File: config.mk
export PLATFORM = sky130hd
export DESIGN_NAME = regfile_wb_buffer
export DESIGN_NICKNAME = d
export VERILOG_FILES = /design/src/rtl/regfile_wb_buffer.sv
export SDC_FILE = /design/constraint.sdc
export NUM_CORES = 1
export LEC_CHECK = 0
export CORE_UTILIZATION = 40
export CTS_CLUSTER_SIZE = 8
export DETAILED_ROUTE_END_ITERATION = 16
export PLACE_DENSITY = 0.66
export SYNTH_ARGS = -nofsm -noshare
export SYNTH_HDL_FRONTEND = slang
export SYNTH_SLANG_ARGS = --single-unit
File: constraint.sdc
create_clock -name clk -period 4 [get_ports clk]
set_input_delay 0.8 -clock clk [delete_from_list [all_inputs] [get_ports clk]]
set_output_delay 0.8 -clock clk [all_outputs]
set_load 0.005 [all_outputs]
File: src/rtl/regfile_wb_buffer.sv
// Two-producer register writeback buffer: FIFO of pending (addr, data) results drained two per cycle.
// Optional pending-write forwarding lookup is built only when REGFILE_WB_FORWARD_EN is defined.
module regfile_wb_buffer #(
    parameter int DATA_WIDTH    = 64,
    parameter int DEPTH         = 4,
    parameter int ZERO_REG_ZERO = 1
) (
    input  logic                       clk,
    input  logic                       rst,
    input  logic [1:0]                 in_valid,
    output logic [1:0]                 in_ready,
    input  logic [1:0][4:0]            in_addr,
    input  logic [1:0][DATA_WIDTH-1:0] in_data,
    input  logic                       wb_stall,
    output logic [1:0][4:0]            waddr,
    output logic [1:0][DATA_WIDTH-1:0] wdata,
    output logic [1:0]                 we,
    input  logic [4:0]                 fwd_addr,
    output logic                       fwd_hit,
    output logic [DATA_WIDTH-1:0]      fwd_data,
    output logic [$clog2(DEPTH):0]     count
);

    localparam int PTR_W = $clog2(DEPTH);
    localparam int CNT_W = PTR_W + 1;
    localparam logic [CNT_W-1:0] LIM_P0 = CNT_W'(DEPTH - 1);
    localparam logic [CNT_W-1:0] LIM_P1 = CNT_W'(DEPTH - 2);

    logic [DEPTH-1:0][4:0]            r_mem_addr;
    logic [DEPTH-1:0][DATA_WIDTH-1:0] r_mem_data;
    logic [PTR_W-1:0]                 r_rd_ptr;
    logic [PTR_W-1:0]                 r_wr_ptr;
    logic [CNT_W-1:0]                 r_count;

    logic [1:0]       w_ready;
    logic [1:0]       w_acc;
    logic [1:0]       w_zero;
    logic [1:0]       w_store;
    logic [1:0]       w_pop;
    logic [PTR_W-1:0] w_head1_idx;
    logic [PTR_W-1:0] w_wr1_idx;
    logic [CNT_W-1:0] w_n_store;
    logic [CNT_W-1:0] w_n_pop;
    logic             w_same_addr;

    // Ready depends only on registered occupancy so a same-cycle drain never widens acceptance.
    assign w_ready   = {(r_count <= LIM_P1), (r_count <= LIM_P0)};
    assign in_ready  = rst ? 2'b11 : w_ready;
    assign w_acc     = in_valid & w_ready & {2{~rst}};
    assign w_zero[0] = (ZERO_REG_ZERO != 0) && (in_addr[0] == 5'd0);
    assign w_zero[1] = (ZERO_REG_ZERO != 0) && (in_addr[1] == 5'd0);
    assign w_store   = w_acc & ~w_zero;
    assign w_n_store = CNT_W'(w_store[0]) + CNT_W'(w_store[1]);

    assign w_head1_idx = r_rd_ptr + PTR_W'(1);
    assign w_wr1_idx   = r_wr_ptr + PTR_W'(1);
    assign w_pop[0]    = ~wb_stall & ~rst & (r_count >= CNT_W'(1));
    assign w_pop[1]    = ~wb_stall & ~rst & (r_count >= CNT_W'(2));
    assign w_n_pop     = CNT_W'(w_pop[0]) + CNT_W'(w_pop[1]);
    assign w_same_addr = (r_mem_addr[r_rd_ptr] == r_mem_addr[w_head1_idx]);
    assign count       = r_count;

    // Regfile write ports; an older write shadowed by a younger one to the same register is suppressed.
    always_comb begin
        we    = 2'b00;
        waddr = '0;
        wdata = '0;
        we[1] = w_pop[1];
        if (w_pop[1] && w_same_addr) begin
            we[0] = 1'b0;
        end else begin
            we[0] = w_pop[0];
        end
        if (we[0]) begin
            waddr[0] = r_mem_addr[r_rd_ptr];
            wdata[0] = r_mem_data[r_rd_ptr];
        end else begin
            waddr[0] = 5'd0;
            wdata[0] = '0;
        end
        if (we[1]) begin
            waddr[1] = r_mem_addr[w_head1_idx];
            wdata[1] = r_mem_data[w_head1_idx];
        end else begin
            waddr[1] = 5'd0;
            wdata[1] = '0;
        end
    end

    // Pointer, occupancy and storage update; port 0 lands in the older slot when both store.
    always_ff @(posedge clk) begin
        if (rst) begin
            r_rd_ptr   <= '0;
            r_wr_ptr   <= '0;
            r_count    <= '0;
            r_mem_addr <= '0;
            r_mem_data <= '0;
        end else begin
            r_count  <= r_count + w_n_store - w_n_pop;
            r_rd_ptr <= r_rd_ptr + PTR_W'(w_n_pop);
            r_wr_ptr <= r_wr_ptr + PTR_W'(w_n_store);
            if (w_store[0]) begin
                r_mem_addr[r_wr_ptr] <= in_addr[0];
                r_mem_data[r_wr_ptr] <= in_data[0];
            end
            if (w_store[1]) begin
                r_mem_addr[w_store[0] ? w_wr1_idx : r_wr_ptr] <= in_addr[1];
                r_mem_data[w_store[0] ? w_wr1_idx : r_wr_ptr] <= in_data[1];
            end
        end
    end

`ifdef REGFILE_WB_FORWARD_EN
    // Scan oldest to newest so the newest matching pending write wins.
    always_comb begin
        logic [PTR_W-1:0] v_idx;
        fwd_hit  = 1'b0;
        fwd_data = '0;
        v_idx    = r_rd_ptr;
        for (int i = 0; i < DEPTH; i++) begin
            v_idx = r_rd_ptr + PTR_W'(i);
            if (!rst && (CNT_W'(i) < r_count) && (fwd_addr != 5'd0) &&
                (r_mem_addr[v_idx] == fwd_addr)) begin
                fwd_hit  = 1'b1;
                fwd_data = r_mem_data[v_idx];
            end else begin
                fwd_hit  = fwd_hit;
                fwd_data = fwd_data;
            end
        end
    end
`else
    logic w_fwd_addr_unused;
    assign w_fwd_addr_unused = ^fwd_addr;
    assign fwd_hit           = 1'b0;
    assign fwd_data          = '0;
`endif

endmodule

**Word-level counts from Yosys, hierarchy flattened**

Index checks and enable logic that the tools add are counted.

- Reductions and logical operators: 5
- Multiplexer cells: 33
- $add $sub $neg: 8
- Order comparisons: 10
- Equal/unequal tests: 1
- Bitwise operators: 9

Operators by type and width:

| kind | number |
|---|---|
| $mux W256 | 3 |
| $bwmux W256 | 2 |
| $mux W64 | 6 |
| $bmux W64 S2 | 2 |
| $demux W64 S2 | 2 |
| $mux W20 | 3 |
| $bwmux W20 | 2 |
| $mux W5 | 6 |
| $bmux W5 S2 | 2 |
| $demux W5 S2 | 2 |
| $lt A2 B3 Y1 const B | 4 |
| $logic_not A5 Y1 | 2 |
| $and A2 B2 Y2 | 3 |
| $le A3 B2 Y1 const B | 2 |
| $eq A5 B5 Y1 | 1 |
| $add A1 B1 Y2 | 2 |
| $add A2 B1 Y2 const B | 2 |
| $add A2 B2 Y2 | 2 |
| $ge A2 B1 Y1 const B | 2 |
| $mux W2 | 2 |
| $add A3 B2 Y3 | 1 |
| $and A1 B1 Y1 | 3 |
| $ge A3 B1 Y1 const B | 1 |
| $ge A3 B2 Y1 const B | 1 |
| other kinds (5) | 8 |

- Word-level logic and storage cells: 77
- Output and inout port bits: 210
- Bits in registers: 283

**Logic depth before layout (Yosys ltp)**

Gate-level depths: netlist (run 1).

- Word-level depth: 11
- Mapped depth: 14

**Worst setup path before layout (run 1)**

OpenSTA, ideal clock, no wires.

- Path type: in2reg
- Start point: input port in_addr[1] in the netlist's numbering
- End point: register r_count[2], in the netlist count[2]
- Cell stages on the path: 13
- Buffers on the path: 1
- Path slack: 0.733 ns
- Arrival: 3.135 ns
- Cells stage by stage: or4_4 -> o21ai_2 -> inv_2 -> buf_6 -> ha_1 -> inv_1 -> ha_1 -> inv_1 -> ha_1 -> inv_1 -> fa_1 -> xnor2_1 -> nor2_1

- Longest elaborated chain between the ends: 6

RTL lines:

| what | line | RTL |
|---|---|---|
| start: declaration | 12 | `input logic [1:0][4:0] in_addr,` |
| $logic_not A5 Y1 | 50 | `assign w_zero[0] = (ZERO_REG_ZERO != 0) && (in_addr[0] == 5'd0);` |
| $not A2 Y2 | 52 | `assign w_store = w_acc & ~w_zero;` |
| $and A2 B2 Y2 | 52 |  |
| $add A1 B1 Y2 | 53 | `assign w_n_store = CNT_W'(w_store[0]) + CNT_W'(w_store[1]);` |
| $add A3 B2 Y3 | 99 | `r_count <= r_count + w_n_store - w_n_pop;` |
| $sub A3 B2 Y3 | 99 |  |
| end signal: assignment | 99 |  |
| end: declaration | 33 | `logic [CNT_W-1:0] r_count;` |

Every way passes these cells.
A chain may end at the register's enable or synchronous reset.

==> impl_summary.md, run 1 <==
Synthesis
The share of the synthesized area in the top cell type is 0.3154. In the synthesized netlist the dominant register cell turns out to be sky130_fd_sc_hd__dfxtp_1. The synthesized instance count is 2109. The commonest cells after synthesis are sky130_fd_sc_hd__nand2_1 (558), sky130_fd_sc_hd__dfxtp_1 (283), sky130_fd_sc_hd__nor2_1 (282), sky130_fd_sc_hd__a311oi_2 (176), sky130_fd_sc_hd__o22ai_1 (130). The number of different library cells used by synthesis comes to 42. Among all cell types in the netlist, the one instantiated most often is sky130_fd_sc_hd__nand2_1. The number of enable flip-flop cells after synthesis is 0.

sky130_fd_sc_hd__dfxtp_1 takes more of the synthesized area than any other cell. The share of the Yosys chip area taken by registers is 0.3154. After synthesis, the share of flip-flops with an asynchronous set or reset is 0. Sorting the synthesized cells by area gives the leading types as sky130_fd_sc_hd__dfxtp_1 (32%), sky130_fd_sc_hd__a311oi_2 (15%), sky130_fd_sc_hd__nand2_1 (12%).

The synthesized design contains 283 register bits. The number of synthesis warnings is 0. The post-synthesis instance area is 0.01796 mm^2. A synthesized cell averages 8.517 um^2.

Finish
In the final layout, the multi-input gates occupy 0.01096 mm^2. For this run, the post-layout net count is 2438. The area growth from synthesis to layout is 22.67%. After filler insertion, the fill cell instance count of the layout stands at 4076. The finished cells cover 0.02203 mm^2. The fraction of layout cells with a size suffix above 1 is 0.1661.

The sequential cells in the finished layout cover a total of 0.005673 mm^2.

Setup path
The worst reg2reg path startpoint is count[2]. The largest fanout on the critical path is 25. Together, buffers and inverters on the worst path number 3. For this design, the slowest cell found on the critical path is sky130_fd_sc_hd__dfxtp_4. The largest incremental delay on the critical path is 0.47 ns.

The signal on the critical path passes through buf_4 -> mux2i_1 -> xor2_1 -> nand4_1 -> o32a_1 -> o21a_2 -> buf_4 -> and2_1 -> clkdlybuf4s50_1. The startpoint class of the critical path is a flop. At the worst endpoint, the required time is 3.20 ns.

The worst register-to-register path ends at r_mem_data[136]. On the critical path the largest part of the delay comes from buffers and inverters. The arrival time reported for the critical path endpoint is 3.06 ns. The cell that appears most often on the critical path is sky130_fd_sc_hd__buf_4. The number of cells on the worst reg-to-reg path is 7.

The critical path is of the reg2out type. The worst setup path is captured at a primary output. The setup slack on the worst flop-to-flop path is 1.04 ns.

Global routing
For this run, global-route usage on met1 was measured as 0.3752. The number of antenna violations at the first check in global routing is 2. In the global route stage, met2 resource usage came out at 0.4443.

The global-route wire length before repair is 101400 um. Global routing finished with a remaining overflow of 0. The global-route layer with the greatest usage is met2. The overall global routing resource usage is 0.2805. The via count of the first global-routing pass is 17.34k. In the global route stage, met3 resource usage came out at 0.05387. The largest net degree at the start of global routing is 192.

Timing
Setup repair after global routing left no endpoint under its margin. The clock arrives with 0.01271 ns of skew. Static timing analysis puts the maximum clock frequency at 0.2589 GHz.

Setup violations remaining at the end of the flow were counted as 0. The setup TNS is 0 ns. The pin slew with the least headroom to its limit is 1.167 ns.

The number of hold violations in the final report is 0. The max-slew violation count was 0. Hold is met by 0.4979 ns. Headroom to the max-slew limit came out at 0.2219. The smallest clock period supported by the final layout is computed as 3.862 ns. The final critical-path setup slack is 0.1377 ns.

In the finished design, the share of the clock period the worst path needs comes to 0.9656.

Floorplan
The die is 213.9 um wide. The placeable core region is 0.04422 mm^2. The starting density of the core is 0.4062. The number of rows created at floorplan is 77. The die area is 0.04576 mm^2.

358 I/O pins were placed. The vertical extent of the die is 213.9 um.

Place
Routability-driven placement finished with a final weighted congestion of 0.8412. The cell area after placement is 0.02087 mm^2. The setup slack at placement is 0.1737 ns. The count of buffers from port buffering is 287.

The HPWL after detailed placement is 38340 um.

Clock tree
The clock-pin transition on the worst setup and hold timing paths is 0.05 ns. The longest clock path from root to sink contains 3 buffers. Clock tree synthesis found a total of 283 sinks. In this run, post-CTS hold repair placed 0 buffers. The number of levels the H-tree was split into is 2. Once the clock tree was built, the resizer swapped 0 gates to a different size.

The TritonCTS clock tree is yes. The clock latency of the later-clocked register in the worst-skew pair is 0.56 ns. In this run, CTS created clock tree buffers numbering 41. The cell sitting at the root of the clock tree is a sky130_fd_sc_hd__clkbuf_16.

Power
The leakage power total is 7.188 nW. The share of total power dissipated in sequential elements is 0.325. The net switching fraction of the power is 0.3644. Of the total power, combinational logic draws 0.383. VDD sags by at most 0.3135 mV. The total power density per cell area is 496.8 mW/mm^2. The net switching power is 3.989 mW. The share of power burned in the clock network is 0.292. The internal portion of total power is 6.958 mW.

Drt
The detailed router's first-iteration violation count is 1879. The number of vias in the routed layout is 17.58k. The vias per cell is 6.114. The total wirelength of the detailed-routed design is 66210 um. The number of detailed-routing iterations run before antenna repair is 6. Dividing the detail-routed wire length by the instance count gives 23.02 um.

The count of nets left with antenna violations once routing finished came out at 0. After detailed routing, the number of remaining DRC violations is 0.

Run
The count of maximum capacitance violations is 0.

Worst hold path
The worst hold path startpoint is r_mem_data[127]. The worst hold path class is reg2reg. For hold timing, the worst endpoint is r_mem_data[127].

The worst hold path was traced through 2 stages.

Status
The run finished with clean final reports.
==> cells in the final DEF, fill, tap and decap left out, types with 3 or more instances in the layout <==
cell,count
sky130_fd_sc_hd__ha_1,10
sky130_fd_sc_hd__mux4_2,74
sky130_fd_sc_hd__dfxtp_1,281
sky130_fd_sc_hd__xor2_1,8
sky130_fd_sc_hd__mux2i_1,8
sky130_fd_sc_hd__and2_4,4
sky130_fd_sc_hd__a311oi_2,176
sky130_fd_sc_hd__conb_1,65
sky130_fd_sc_hd__nor2_1,282
sky130_fd_sc_hd__inv_1,10
sky130_fd_sc_hd__xnor2_1,6
sky130_fd_sc_hd__buf_4,36
sky130_fd_sc_hd__o22ai_1,130
sky130_fd_sc_hd__buf_12,18
sky130_fd_sc_hd__and2_1,74
sky130_fd_sc_hd__o21ai_4,3
sky130_fd_sc_hd__nand2_4,6
sky130_fd_sc_hd__clkbuf_16,43
sky130_fd_sc_hd__clkdlybuf4s50_1,286
sky130_fd_sc_hd__nor2b_1,3
sky130_fd_sc_hd__a311oi_1,100
sky130_fd_sc_hd__nor3_1,67
sky130_fd_sc_hd__nand2_1,556
==> kinds of logic after synthesis <==
group,count (synthesis),synth area share
flops,283,0.3154
fa+ha+maj,12,0.009195
xor+xnor,14,0.006827
simple gates,1006,0.2306
mux,82,0.09724
buf+inv,290,0.09278
compound gates,421,0.2478
other cells,1,0.0002088
==> per-stage QoR <==
| stage | std cells | total power [mW] | utilization |
|---|---|---|---|
| after global routing | 2876 | 11.43 | 0.4983 |
| final | 2876 | 10.95 | 0.4983 |
| after detailed placement | 2820 | 7.686 | 0.4719 |
| after global placement | 2820 | 7.619 | 0.4719 |
| after CTS | 2867 | 10.90 | 0.4970 |
| after floorplan | 2173 | 6.268 | - |
==> how the worst max path moves through the flow <==
stage | startpoint | end | slack [ns] | depth (start not counted)
after detailed placement | in_addr[3] | count[2] | 0.17 | 13
after global placement | in_addr[3] | count[2] | 0.15 | 13
after global routing | r_rd_ptr[0] | wdata[23] | 0.00004 | 8
after CTS | r_rd_ptr[0] | wdata[35] | 0.02 | 8
after floorplan | in_addr[1] | count[2] | 0.73 | 13
final | r_rd_ptr[0] | wdata[35] | 0.14 | 9
==> power by group through the flow <==
stage               clock network [mW]  registers, mW  logic [mW]
global placement                     0           3.58        4.04
detailed placement                   0           3.61        4.08
finish                            3.20           3.56        4.19
global route                      3.36           3.60        4.47
CTS                               3.24           3.56        4.10
floorplan                            0           3.46        2.81
==> timing repair <==
| item | in CTS | in global routing |
|---|---|---|
| setup buffers | 0 | 7 |
| hold endpoints to repair | 0 | 0 |
| setup endpoints to repair | 0 | 69 |
==> metal layers <==
metal,up-vias,part of all wire
met1,8593,0.42
met3,142,0.092
met2,1038,0.46
li1,7810,-
met5,-,0
met4,0,0.029
==> registers in the layout, indices dropped and copies added (netlist names) <==
name        cells
count           3
r_mem_data    256
r_wr_ptr        2
r_mem_addr     20
r_rd_ptr        2
==> layout make-up <==
class	instances	share of cell area
Antenna cell	2	0.0002271
Clock buffer	45	0.04963
Clock inverter	2	0.0006246
Inverter	11	0.001874
Multi-Input combinational cell	1600	0.4974
Sequential cell	283	0.2575
Tap cell	592	0.03362
Timing Repair Buffer	341	0.1592
==> tightest hold or removal path, cell delays in order (launching register included) <==
cell and delay (ns):
sky130_fd_sc_hd__dfxtp_1 0.32, sky130_fd_sc_hd__nand2_1 0.06, sky130_fd_sc_hd__a311oi_1 0.08
No activity file was read; power rests on OpenSTA's default activity.
==> run 2, diff against run 1 <==
Settings changed: SLEW_MARGIN set to 20.
==> results of run 2 <==
Same layout as run 1: the final DEF is identical, and so are final timing and power.
==> run 3, diff against run 2 <==
Settings changed: SKIP_CTS_REPAIR_TIMING set to 1.
==> results of run 3 <==
Same layout as run 1: the final DEF is identical, and so are final timing and power.
